## src/rtl/cosim_retire_scheduler_pkg.sv

```systemverilog
// cosim_retire_scheduler_pkg: retire record type, scheduler states and op-count limit
`ifndef COSIM_MAX_OP
`define COSIM_MAX_OP 8
`endif
package cosim_retire_scheduler_pkg;
  typedef logic [63:0] reg_t;
  typedef logic [63:0] insn_bits_t;
  typedef logic [7:0] uint8_t;
  localparam int unsigned cosim_max_op = `COSIM_MAX_OP;
  typedef struct packed {
    reg_t pc;
    insn_bits_t ir;
    uint8_t op_num;
  } cs_retire_t;
  typedef enum logic [1:0] {cs_sch_idle, cs_sch_issue, cs_sch_wait, cs_sch_halt} cs_sched_state_t;
endpackage

```

## src/rtl/cosim_retire_scheduler_fifo.sv

```systemverilog
// cosim_retire_fifo: one hart's retire record FIFO (clk, rst, push, pop, din -> dout, full, empty)
module cosim_retire_fifo
  import cosim_retire_scheduler_pkg::*;
#(
  parameter int DEPTH = 4
) (
  input  logic       clk,
  input  logic       rst,
  input  logic       push,
  input  logic       pop,
  input  cs_retire_t din,
  output cs_retire_t dout,
  output logic       full,
  output logic       empty
);
  localparam int aw = $clog2(DEPTH);
  cs_retire_t mem [DEPTH];
  logic [aw:0] wr_ptr, rd_ptr;
  assign empty = wr_ptr == rd_ptr;
  assign full = (wr_ptr ^ rd_ptr) == {1'b1, {aw{1'b0}}};
  assign dout = mem[rd_ptr[aw-1:0]];
  always_ff @(posedge clk)
    if (push && !full) mem[wr_ptr[aw-1:0]] <= din;
  always_ff @(posedge clk)
    if (rst) begin
      wr_ptr <= '0;
      rd_ptr <= '0;
    end else begin
      wr_ptr <= wr_ptr + (aw+1)'(push && !full);
      rd_ptr <= rd_ptr + (aw+1)'(pop && !empty);
    end
endmodule

```

## src/rtl/cosim_retire_scheduler.sv

```systemverilog
// cosim_retire_scheduler: buffers per-hart retire records, round-robins them onto the checker, halts on mismatch/timeout
module cosim_retire_scheduler
  import cosim_retire_scheduler_pkg::*;
#(
  parameter int NUM_HARTS  = 2,
  parameter int FIFO_DEPTH = 4,
  parameter int TIMEOUT    = 1024
) (
  input  logic                   clk,
  input  logic                   rst,
  input  logic [NUM_HARTS-1:0]   ret_valid,
  output logic [NUM_HARTS-1:0]   ret_ready,
  input  logic [64*NUM_HARTS-1:0] ret_pc,
  input  logic [64*NUM_HARTS-1:0] ret_ir,
  input  logic [8*NUM_HARTS-1:0]  ret_opnum,
  output logic                   chk_req_valid,
  input  logic                   chk_req_ready,
  output logic [7:0]             chk_pid,
  output logic [63:0]            chk_pc,
  output logic [63:0]            chk_ir,
  output logic [7:0]             chk_opnum,
  input  logic                   chk_rsp_valid,
  input  logic                   chk_rsp_mismatch,
  output logic                   halt,
  output logic [7:0]             halt_pid,
  output logic                   timeout_err,
  output logic                   opnum_err,
  output logic [63:0]            retired_cnt
);
  cs_sched_state_t state;
  cs_retire_t head [NUM_HARTS];
  cs_retire_t sel;
  logic [NUM_HARTS-1:0] full, empty, push, pop, bad_op;
  logic [7:0] ptr, grant;
  logic any;
  logic [31:0] timer;
  assign ret_ready = ~full & {NUM_HARTS{!(rst || halt)}};
  assign push = ret_valid & ret_ready;
  for (genvar g = 0; g < NUM_HARTS; g++) begin : g_hart
    assign pop[g] = state == cs_sch_issue && chk_req_ready && chk_pid == 8'(g);
    assign bad_op[g] = ret_opnum[8*g+:8] > 8'(cosim_max_op);
    cosim_retire_fifo #(.DEPTH(FIFO_DEPTH)) u_fifo (
      .clk(clk),
      .rst(rst),
      .push(push[g]),
      .pop(pop[g]),
      .din('{pc: ret_pc[64*g+:64], ir: ret_ir[64*g+:64], op_num: ret_opnum[8*g+:8]}),
      .dout(head[g]),
      .full(full[g]),
      .empty(empty[g])
    );
  end
  // First pass takes harts above ptr, second pass wraps to the bottom.
  always_comb begin
    grant = ptr;
    sel = head[0];
    any = 1'b0;
    for (int h = 0; h < NUM_HARTS; h++)
      if (!empty[h] && !any && h > int'(ptr)) begin
        grant = 8'(h);
        sel = head[h];
        any = 1'b1;
      end
    for (int h = 0; h < NUM_HARTS; h++)
      if (!empty[h] && !any) begin
        grant = 8'(h);
        sel = head[h];
        any = 1'b1;
      end
  end
  always_ff @(posedge clk)
    if (rst) begin
      state <= cs_sch_idle;
      ptr <= 8'(NUM_HARTS-1);
      chk_req_valid <= 1'b0;
      chk_pid <= '0;
      chk_pc <= '0;
      chk_ir <= '0;
      chk_opnum <= '0;
      halt <= 1'b0;
      halt_pid <= '0;
      timeout_err <= 1'b0;
      opnum_err <= 1'b0;
      retired_cnt <= '0;
      timer <= '0;
    end else begin
      if (|(push & bad_op)) opnum_err <= 1'b1;
      case (state)
        cs_sch_idle:
          if (any) begin
            chk_req_valid <= 1'b1;
            chk_pid <= grant;
            chk_pc <= sel.pc;
            chk_ir <= sel.ir;
            chk_opnum <= sel.op_num;
            ptr <= grant;
            state <= cs_sch_issue;
          end
        cs_sch_issue:
          if (chk_req_ready) begin
            chk_req_valid <= 1'b0;
            timer <= '0;
            state <= cs_sch_wait;
          end
        cs_sch_wait:
          if (chk_rsp_valid && !chk_rsp_mismatch) begin
            retired_cnt <= retired_cnt + 64'd1;
            state <= cs_sch_idle;
          end else if (chk_rsp_valid || timer == 32'(TIMEOUT-1)) begin
            halt <= 1'b1;
            halt_pid <= chk_pid;
            timeout_err <= !chk_rsp_valid;
            state <= cs_sch_halt;
          end else timer <= timer + 32'd1;
        default: state <= cs_sch_halt;
      endcase
    end
endmodule

```

## config.mk

```make
export PLATFORM = sky130hd
export DESIGN_NAME = cosim_retire_scheduler
export DESIGN_NICKNAME = d
export VERILOG_FILES = /design/src/rtl/cosim_retire_scheduler_pkg.sv /design/src/rtl/cosim_retire_scheduler_fifo.sv /design/src/rtl/cosim_retire_scheduler.sv
export SDC_FILE = /design/constraint.sdc
export NUM_CORES = 1
export LEC_CHECK = 0
export BUFFER_PORTS_ARGS = -buffer_cell sky130_fd_sc_hd__buf_2
export CAP_MARGIN = 5
export CORE_ASPECT_RATIO = 0.75
export CORE_MARGIN = 1.5
export CORE_UTILIZATION = 55
export CTS_BUF_LIST = sky130_fd_sc_hd__clkbuf_4
export DETAILED_ROUTE_END_ITERATION = 12
export PLACE_DENSITY = 0.78
export REMOVE_ABC_BUFFERS = 1
export SYNTH_ARGS = -nofsm -noshare
export SYNTH_HDL_FRONTEND = slang
export SYNTH_SLANG_ARGS = --single-unit
```

## constraint.sdc

```tcl
create_clock -name clk -period 12.3 [get_ports clk]
set_input_delay 0 -clock clk [delete_from_list [all_inputs] [get_ports clk]]
set_output_delay 0 -clock clk [all_outputs]
set_load 0.1 [all_outputs]
```

==> results of run 1 <==
## cells in the mapped netlist, types with 5 or more instances
master	count
o21ai_0	158
xnor2_1	36
o41ai_1	5
nand4b_1	5
inv_1	21
and3_1	14
nand4_1	28
nand3_1	33
mux2i_1	139
nor2_1	62
nor2b_1	8
xor2_1	7
dfxtp_1	253
clkbuf_1	139
buf_1	12
a31oi_1	5
nor3_1	23
nand2_1	59
or3_1	22
or4_1	39
nor4_1	20
a21oi_1	194
buf_2	5
edfxtp_1	1088
buf_4	14
mux4_2	272
ha_1	10
and4_1	10
o31ai_1	31
## power groups by stage
stage | sequential, W | clock (W) | combinational (W)
CTS | 0.00519 | 0.00364 | 0.00163
global route | 0.00521 | 0.00393 | 0.00171
finish | 0.00520 | 0.00363 | 0.00165
floorplan | 0.00605 | 0 | 0.000442
detailed placement | 0.00528 | 0 | 0.00147
global placement | 0.00528 | 0 | 0.00144
## worst max-delay path, delay by kind of cell (launching register included)
| kind | cells | cell delay [ns] |
|---|---|---|
| compound gates | 1 | 0.35 |
| xor+xnor | 1 | 0.19 |
| buf+inv | 3 | 1.82 |
| flops | 1 | 0.84 |
| simple gates | 3 | 0.69 |
## routing by layer
layer | track usage, % | part of all wire (%) | up-vias
li1 | - | - | 13984
met1 | 36.4 | 37 | 16249
met2 | 47.4 | 51 | 1788
met3 | 6.33 | 8.7 | 343
met4 | 12.7 | 3.3 | 16
met5 | 0 | 0.085 | -
## logic make-up (layout without fill, tap and decap cells)
family	Yosys count	count (layout)	synth area share [%]
buffers and inverters	191	1692	1.53
adders and majority gates	10	10	0.247
xor gates and xnor gates	43	43	0.743
muxes	411	411	14.8
AOI/OAI and AO/OA	416	416	4.46
DFF	1341	1341	74.4
other	1	52	0.00740
and+or+nand+nor	343	343	3.75
## repair_timing
action / 4_1_cts / 5_1_grt
hold buffers: 582 / 0
resized for setup: 0 / 0
hold endpoints to repair: 1898 / 0
## path summary, 6_finish.rpt
check                                              from  cells after the start                               endpoint  slack (ns)
setup / recovery  g_hart[1].u_fifo.rd_ptr[0]$_SDFF_PP0_                      8  g_hart[1].u_fifo.mem[2][38]$_DFFE_PP_        7.83
hold / removal                                ret_ir[9]                      3  g_hart[0].u_fifo.mem[3][17]$_DFFE_PP_        0.11
setup reg to reg  g_hart[1].u_fifo.rd_ptr[0]$_SDFF_PP0_                      8  g_hart[1].u_fifo.mem[2][38]$_DFFE_PP_        7.83
hold reg to reg                timeout_err$_SDFFE_PP0P_                      2               timeout_err$_SDFFE_PP0P_        0.47
## sequential cells by signal (all words and copies together), names as in the netlist, 2 cells and up
register and count:
timer 32, chk_opnum 8, g_hart.u_fifo.mem 1088, g_hart.u_fifo.rd_ptr 6, g_hart.u_fifo.wr_ptr 6, retired_cnt 64
chk_pc 64, chk_ir 64, state 2
## layout make-up
| class | count | area (um^2) |
|---|---|---|
| repair buffers | 1101 | 8540 |
| multi-input cells | 1237 | 12300 |
| clock buffers | 498 | 3740 |
| fillers | 5612 | 27100 |
| diodes | 38 | 95.1 |
| flip-flops and latches | 1341 | 37800 |
| inverters | 21 | 81.3 |
| well taps | 1225 | 1530 |
| clock inverters | 72 | 304 |
## metrics by stage
stage                     instance area [um^2]  hold WS, ns  std cells  worst slack, ns  TNS [ns]
after floorplan                          50100       0.0691       2599            -7.96  -5248.61
after global placement                   54400        0.208       4343             7.80         0
after detailed placement                 54400        0.214       4343             7.80         0
after CTS                                64300      0.00109       5495             7.78         0
after global routing                     64300       0.0162       5515             7.37         0
final                                    64400        0.106       5533             7.83         0
==> report_table.html, run 1 <==
<table>
<tr><th>Metric</th><th>Value</th></tr>
<tr><th colspan="2">Pwr</th></tr>
<tr><td>Fraction of power spent switching nets</td><td>29.7%</td></tr>
<tr><td>Static leakage</td><td>23.0 nW</td></tr>
<tr><td>Comb pwr share</td><td>15.8%</td></tr>
<tr><td>Worst ir drop on vdd</td><td>182 uV</td></tr>
<tr><td>Switching power</td><td>0.00311 W</td></tr>
<tr><td>Int Power</td><td>0.00736 W</td></tr>
<tr><td>Total power density per cell area</td><td>163 nW/um^2</td></tr>
<tr><td>Part of the total power dissipated in sequential elements</td><td>49.6%</td></tr>
<tr><td>Post-route total power</td><td>0.0105 W</td></tr>
<tr><td>Clock group share of total power</td><td>34.6%</td></tr>
<tr><th colspan="2">Global route</th></tr>
<tr><td>First-pass GRT wire length</td><td>201 mm</td></tr>
<tr><td>Number of antenna violations at the first check in global routing</td><td>26</td></tr>
<tr><td>Via count of the first global-routing pass</td><td>33,848</td></tr>
<tr><td>Largest net degree at the start of global routing</td><td>137</td></tr>
<tr><td>Remaining global-route overflow</td><td>0</td></tr>
<tr><td>Combined global-route utilization of all metal layers</td><td>28.5%</td></tr>
<tr><th colspan="2">Clock network</th></tr>
<tr><td>Sink Count</td><td>1,341</td></tr>
<tr><td>Post-CTS repair timing setup buffer count</td><td>0</td></tr>
<tr><td>Worst-Skew Late Latency</td><td>1.25 ns</td></tr>
<tr><td>CTS tree</td><td>built</td></tr>
<tr><td>Number of CTS-inserted buffers</td><td>328</td></tr>
<tr><td>Maximum root-to-sink buffer count</td><td>4</td></tr>
<tr><td>Clock-pin transition on the worst setup and hold timing paths</td><td>0.08 ns</td></tr>
<tr><td>CTS H-tree depth</td><td>5</td></tr>
<tr><td>Cell chosen for the clock root</td><td>clkbuf_4</td></tr>
<tr><th colspan="2">STA</th></tr>
<tr><td>Final period utilization</td><td>36.4%</td></tr>
<tr><td>Slew at the pin closest to its max-slew limit</td><td>1.14 ns</td></tr>
<tr><td>Worst slew margin relative to its limit</td><td>23.9%</td></tr>
<tr><td>Count of final max-slew check failures</td><td>0</td></tr>
<tr><td>Clock Skew</td><td>0.0789 ns</td></tr>
<tr><td>Setup repair after global routing missed its margin</td><td>false</td></tr>
<tr><td>Final period demand of the worst path</td><td>4.47 ns</td></tr>
<tr><td>Hold Fails Final Rpt</td><td>0</td></tr>
<tr><td>Maximum clock frequency</td><td>224 MHz</td></tr>
<tr><td>Finish-stage setup viols</td><td>0</td></tr>
<tr><th colspan="2">Setup path</th></tr>
<tr><td>Arrival time of data at the critical path endpoint</td><td>5.28 ns</td></tr>
<tr><td>Kind of end point of the critical path</td><td>flop</td></tr>
<tr><td>Slowest stage cell, crit path</td><td>dfxtp_4</td></tr>
<tr><td>Max Fanout on Critical Path</td><td>63</td></tr>
<tr><td>Data required time of the worst path</td><td>13.11 ns</td></tr>
<tr><td>Critical path, cell by cell</td><td>xnor2_1 &gt; a311oi_1 &gt; nand2_1 &gt; inv_1 &gt; nand2_1 &gt; nor2_4 &gt; buf_4 &gt; buf_4</td></tr>
<tr><td>Max stage delay on crit path</td><td>0.84 ns</td></tr>
<tr><td>Critical Path Start Type</td><td>flop</td></tr>
<tr><td>Critical path class</td><td>reg -&gt; reg</td></tr>
<tr><th colspan="2">Routing</th></tr>
<tr><td>1st-pass router iterations</td><td>7</td></tr>
<tr><td>Initial drt markers</td><td>3,688</td></tr>
<tr><td>Total via count in the routed design</td><td>32,380</td></tr>
<tr><td>Remaining DRCs</td><td>0</td></tr>
<tr><td>Mean routed wirelength per cell</td><td>24.1 um</td></tr>
<tr><td>Antenna-violating nets left</td><td>0</td></tr>
<tr><td>Aggregate routed wire length</td><td>134 mm</td></tr>
<tr><td>Detailed-route vias per instance</td><td>5.85</td></tr>
<tr><th colspan="2">Final layout</th></tr>
<tr><td>Utilization after layout</td><td>70.4%</td></tr>
<tr><td>Proportion of layout cells with a drive suffix above 1</td><td>31.0%</td></tr>
<tr><td>Most frequent cells in the layout</td><td>edfxtp_1, dlygate4sd3_1, clkbuf_4</td></tr>
<tr><td>Final Net Count</td><td>4,319</td></tr>
<tr><td>Most common cell after layout, fill and taps aside</td><td>edfxtp_1</td></tr>
<tr><td>Signed area change from the synthesized netlist to the final layout</td><td>26.9%</td></tr>
<tr><th colspan="2">Logic synthesis</th></tr>
<tr><td>Cell types occupying the most area after synthesis</td><td>edfxtp_1, mux4_2, dfxtp_1</td></tr>
<tr><td>Post-synthesis instance area</td><td>50,700 um^2</td></tr>
<tr><td>Cell accounting for the most synthesized area</td><td>edfxtp_1</td></tr>
<tr><td>Sequential-to-total area share from yosys stat</td><td>74.4%</td></tr>
<tr><td>Number of unique standard cell types used by synthesis</td><td>56</td></tr>
<tr><td>Post-synthesis async set-or-reset flop share</td><td>0%</td></tr>
<tr><td>Post-synth EDFFs</td><td>1,088</td></tr>
<tr><td>Commonest register cell after synthesis</td><td>edfxtp_1</td></tr>
<tr><td>Number of synthesis warnings</td><td>0</td></tr>
<tr><td>Fraction of synthesized cell area taken by the top area cell type</td><td>64.4%</td></tr>
<tr><td>Number of cells produced by synthesis</td><td>2,756</td></tr>
<tr><td>Mean cell area of the mapped netlist</td><td>18.4 um^2</td></tr>
<tr><td>Post-synthesis sequential element count</td><td>1,341</td></tr>
<tr><th colspan="2">Place</th></tr>
<tr><td>Final RePlAce weighted congestion</td><td>0.902</td></tr>
<tr><td>Count of buffers from port buffering</td><td>486</td></tr>
<tr><td>Estimated wirelength of the detail-placed design</td><td>71.9 mm</td></tr>
<tr><th colspan="2">Die</th></tr>
<tr><td>Effective utilization at floorplan</td><td>55.5%</td></tr>
<tr><td>Core area</td><td>91,400 um^2</td></tr>
<tr><td>Area of the die</td><td>94,000 um^2</td></tr>
<tr><td>Horizontal die dimension</td><td>354 um</td></tr>
<tr><td>Total number of placement rows</td><td>96</td></tr>
<tr><td>Number of top-level pins</td><td>501</td></tr>
<tr><td>Overall die height</td><td>266 um</td></tr>
<tr><th colspan="2">Run status</th></tr>
<tr><td>Result of the run</td><td>completed</td></tr>
<tr><th colspan="2">Run</th></tr>
<tr><td>Max cap viols</td><td>0</td></tr>
<tr><th colspan="2">Hold path</th></tr>
<tr><td>Worst min-delay path class</td><td>in -&gt; reg</td></tr>
</table>
No activity file was read; power rests on OpenSTA's default activity.
==> inputs of run 2 (changes only) <==
clock period = 3.7 ns   (was 12.3 ns; I/O delays follow)
==> run 2 against run 1 <==
Cell area rose by 0.77%. Core utilization is 0.54 points higher. Sequential share of layout area is 0.45 points lower. Clock skew grew 0.015 ns. Register-to-register slack got worse by 7.4 ns. Fmax increased by 35%. Final cell count increased by 0.29%. Critical endpoint is now timer[30]$_SDFFE_PP0P_. Largest cell class unchanged. Largest power group unchanged.
==> report_table.html, run 2 (same netlist as run 1, synthesis figures left out) <==
<table>
<tr><th>Metric</th><th>Value</th></tr>
<tr><th colspan="2">Final layout</th></tr>
<tr><td>Most common cell after layout, fill and taps aside</td><td>edfxtp_1 (unchanged)</td></tr>
<tr><td>Flip-flop count of the largest register after layout</td><td>1,088 (unchanged)</td></tr>
<tr><td>Proportion of layout cells with a drive suffix above 1</td><td>31.7% (was 31.0%)</td></tr>
<tr><td>Final Net Count</td><td>4,324 (was 4,319)</td></tr>
<tr><td>Count of non-filler cells in the finished layout</td><td>5,549 (was 5,533)</td></tr>
<tr><td>Most frequent cells in the layout</td><td>edfxtp_1, dlygate4sd3_1, clkbuf_4 (unchanged)</td></tr>
<tr><td>Signed area change from the synthesized netlist to the final layout</td><td>27.9% (was 26.9%)</td></tr>
<tr><td>Filler instances</td><td>5,540 (was 5,612)</td></tr>
<tr><th colspan="2">Run</th></tr>
<tr><td>Max cap viols</td><td>0 (unchanged)</td></tr>
<tr><th colspan="2">STA</th></tr>
<tr><td>Worst slack on hold paths</td><td>0.137 ns (was 0.106 ns)</td></tr>
<tr><td>Finish-stage setup viols</td><td>0 (unchanged)</td></tr>
<tr><td>Hold Fails Final Rpt</td><td>0 (unchanged)</td></tr>
<tr><td>Sum of negative setup slack</td><td>0 ns (unchanged)</td></tr>
<tr><td>Count of final max-slew check failures</td><td>0 (unchanged)</td></tr>
<tr><td>Final period utilization</td><td>89.2% (was 36.4%)</td></tr>
<tr><td>Setup ws final</td><td>0.400 ns (was 7.83 ns)</td></tr>
<tr><td>Clock Skew</td><td>0.0942 ns (was 0.0789 ns)</td></tr>
<tr><td>Maximum clock frequency</td><td>303 MHz (was 224 MHz)</td></tr>
<tr><td>Final period demand of the worst path</td><td>3.30 ns (was 4.47 ns)</td></tr>
<tr><td>Setup repair after global routing missed its margin</td><td>false (unchanged)</td></tr>
<tr><td>Slew at the pin closest to its max-slew limit</td><td>1.11 ns (was 1.14 ns)</td></tr>
<tr><td>Worst slew margin relative to its limit</td><td>26.1% (was 23.9%)</td></tr>
<tr><th colspan="2">Routing</th></tr>
<tr><td>Remaining DRCs</td><td>0 (unchanged)</td></tr>
<tr><td>Aggregate routed wire length</td><td>135 mm (was 134 mm)</td></tr>
<tr><td>Total via count in the routed design</td><td>32,677 (was 32,380)</td></tr>
<tr><td>Mean routed wirelength per cell</td><td>24.3 um (was 24.1 um)</td></tr>
<tr><td>Detailed-route vias per instance</td><td>5.89 (was 5.85)</td></tr>
<tr><td>1st-pass router iterations</td><td>9 (was 7)</td></tr>
<tr><td>Initial drt markers</td><td>3,448 (was 3,688)</td></tr>
<tr><td>Antenna-violating nets left</td><td>0 (unchanged)</td></tr>
<tr><th colspan="2">Clock network</th></tr>
<tr><td>Number of CTS-inserted buffers</td><td>327 (was 328)</td></tr>
<tr><td>CTS tree</td><td>built (unchanged)</td></tr>
<tr><td>Cell chosen for the clock root</td><td>clkbuf_4 (unchanged)</td></tr>
<tr><td>Worst-Skew Late Latency</td><td>1.21 ns (was 1.25 ns)</td></tr>
<tr><td>Maximum root-to-sink buffer count</td><td>4 (unchanged)</td></tr>
<tr><td>Clock-pin transition on the worst setup and hold timing paths</td><td>0.08 ns (about the same)</td></tr>
<tr><td>CTS H-tree depth</td><td>5 (unchanged)</td></tr>
<tr><td>Resize count post-CTS</td><td>0 (unchanged)</td></tr>
<tr><td>Sink Count</td><td>1,341 (unchanged)</td></tr>
<tr><th colspan="2">Die</th></tr>
<tr><td>Effective utilization at floorplan</td><td>55.5% (unchanged)</td></tr>
<tr><td>Total number of placement rows</td><td>96 (unchanged)</td></tr>
<tr><td>Area of the die</td><td>94,000 um^2 (unchanged)</td></tr>
<tr><td>Number of top-level pins</td><td>501 (unchanged)</td></tr>
<tr><td>Overall die height</td><td>266 um (unchanged)</td></tr>
<tr><td>Horizontal die dimension</td><td>354 um (unchanged)</td></tr>
<tr><td>Core area</td><td>91,400 um^2 (unchanged)</td></tr>
<tr><th colspan="2">Global route</th></tr>
<tr><td>Combined global-route utilization of all metal layers</td><td>28.9% (was 28.5%)</td></tr>
<tr><td>First-pass GRT wire length</td><td>204 mm (was 201 mm)</td></tr>
<tr><td>Largest net degree at the start of global routing</td><td>147 (was 137)</td></tr>
<tr><td>Remaining global-route overflow</td><td>0 (unchanged)</td></tr>
<tr><td>Via count of the first global-routing pass</td><td>34,696 (was 33,848)</td></tr>
<tr><td>Number of antenna violations at the first check in global routing</td><td>30 (was 26)</td></tr>
<tr><th colspan="2">Setup path</th></tr>
<tr><td>Register-to-register setup slack</td><td>0.40 ns (was 7.83 ns)</td></tr>
<tr><td>Critical path, cell by cell</td><td>or3b_1 &gt; a2111oi_0 &gt; o41ai_2 &gt; or4_1 &gt; a21oi_1 (was xnor2_1 &gt; a311oi_1 &gt; nand2_1 &gt; inv_1 &gt; nand2_1 &gt; nor2_4 &gt; buf_4 &gt; buf_4)</td></tr>
<tr><td>Arrival time of data at the critical path endpoint</td><td>4.37 ns (was 5.28 ns)</td></tr>
<tr><td>Max stage delay on crit path</td><td>0.85 ns (was 0.84 ns)</td></tr>
<tr><td>Largest delay share family, worst path</td><td>compound AO/OA/AOI/OAI gates (was buffers and inverters)</td></tr>
<tr><td>Critical path class</td><td>reg -&gt; reg (unchanged)</td></tr>
<tr><td>Reg2Reg Capture Point</td><td>timer[30]$_SDFFE_PP0P_ (was g_hart[1].u_fifo.mem[2][38]$_DFFE_PP_)</td></tr>
<tr><td>Max Fanout on Critical Path</td><td>16 (was 63)</td></tr>
<tr><td>Critical Path Start Type</td><td>flop (unchanged)</td></tr>
<tr><td>Slowest stage cell, crit path</td><td>a2111oi_0 (was dfxtp_4)</td></tr>
<tr><td>Data required time of the worst path</td><td>4.77 ns (was 13.11 ns)</td></tr>
<tr><td>Origin of the critical flop-to-flop path</td><td>state[1]$_SDFFE_PP0P_ (was g_hart[1].u_fifo.rd_ptr[0]$_SDFF_PP0_)</td></tr>
<tr><td>Buffers plus inverters on the worst setup path</td><td>0 (was 3)</td></tr>
<tr><td>Kind of end point of the critical path</td><td>flop (unchanged)</td></tr>
<tr><td>Worst Reg2Reg Path Length in Cells</td><td>5 (was 8)</td></tr>
<tr><th colspan="2">Hold path</th></tr>
<tr><td>Depth of the worst hold-timing path</td><td>3 (unchanged)</td></tr>
<tr><td>Worst hold start</td><td>ret_ir[31] (was ret_ir[9])</td></tr>
<tr><td>Worst min-delay path endpoint</td><td>g_hart[0].u_fifo.mem[1][39]$_DFFE_PP_ (was g_hart[0].u_fifo.mem[3][17]$_DFFE_PP_)</td></tr>
<tr><td>Worst min-delay path class</td><td>in -&gt; reg (unchanged)</td></tr>
<tr><th colspan="2">Pwr</th></tr>
<tr><td>Static leakage</td><td>23.2 nW (was 23.0 nW)</td></tr>
<tr><td>Worst ir drop on vdd</td><td>619 uV (was 182 uV)</td></tr>
<tr><td>Total power density per cell area</td><td>543 nW/um^2 (was 163 nW/um^2)</td></tr>
<tr><th colspan="2">Place</th></tr>
<tr><td>Cell total after placement</td><td>4,353 (was 4,343)</td></tr>
<tr><td>Worst slack, placed</td><td>0.649 ns (was 7.80 ns)</td></tr>
<tr><td>Count of buffers from port buffering</td><td>486 (unchanged)</td></tr>
<tr><td>Estimated wirelength of the detail-placed design</td><td>70.7 mm (was 71.9 mm)</td></tr>
<tr><td>Final RePlAce weighted congestion</td><td>0.907 (was 0.902)</td></tr>
<tr><th colspan="2">Run status</th></tr>
<tr><td>Result of the run</td><td>completed (unchanged)</td></tr>
</table>
-- run 2: changes by cell type in the layout (fill, tap and decap cells not counted), sizes merged --
cell         previous run  this run
clkbuf                498       524
buf                   519       529
diode                  38        35
dlygate4sd3           582       578
inv                    28        26
clkinv                 64        53
-- run 2: per-layer routing --
layer	vias up	track usage [%]	wire (um)
met5	-	0	97
met4	16	13.9	4880
met1	16440	35.4	49600
li1	14011	-	-
met3	362	6.68	11100
met2	1848	49.1	69400
-- run 2: worst register-to-register path, cell delays in order, from the launching register on --
cell	delay [ns]
dfxtp_1	0.63
or3b_1	0.59
a2111oi_0	0.85
o41ai_2	0.37
or4_1	0.56
a21oi_1	0.19
-- run 2: worst max path at each step --
stage / start / endpoint / slack [ns] / depth (start not counted)
after floorplan: g_hart[1].u_fifo.rd_ptr[0]$_SDFF_PP0_ / chk_pid[0]$_SDFFE_PP0P_ / -16.56 / 5
after global placement: state[1]$_SDFFE_PP0P_ / timer[30]$_SDFFE_PP0P_ / 0.86 / 5
after detailed placement: state[1]$_SDFFE_PP0P_ / timer[30]$_SDFFE_PP0P_ / 0.65 / 5
after CTS: state[1]$_SDFFE_PP0P_ / timer[30]$_SDFFE_PP0P_ / 0.63 / 5
after global routing: state[1]$_SDFFE_PP0P_ / timer[30]$_SDFFE_PP0P_ / 0.39 / 5
final: state[1]$_SDFFE_PP0P_ / timer[30]$_SDFFE_PP0P_ / 0.40 / 5
-- run 2: metrics by stage --
stage          total power, W  instance area (um^2)  utilization (%)
2_1_floorplan          0.0209                 50100                -
3_3_place_gp           0.0224                 54800             59.9
3_5_place_dp           0.0225                 54800             59.9
4_1_cts                0.0351                 64800             70.8
5_1_grt                0.0364                 64800             70.9
6_report               0.0352                 64800             70.9
-- run 2: final cells by class --
cell class                      instances  area [um^2]  share of cell area [%]
Clock inverter                         59          254                   0.392
Multi-Input combinational cell       1237        12300                    19.0
Sequential cell                      1341        37800                    58.2
Clock buffer                          524         3930                    6.07
Inverter                               21         81.3                   0.125
Timing Repair Buffer                 1107         8890                    13.7
Tap cell                             1225         1530                    2.36
Antenna cell                           35         87.6                   0.135
-- run 2: power breakdown --
part | total, W | internal, W | switching [W]
clock | 0.0124 | 0.00647 | 0.00592
sequential | 0.0173 | 0.0169 | 0.000325
combinational | 0.00556 | 0.00136 | 0.00420
-- run 2: timing repair --
item	in CTS	in global routing
setup endpoints to repair	0	0
endpoints found under the hold margin	2429	0
buffers inserted	0	0
hold buffers	578	0
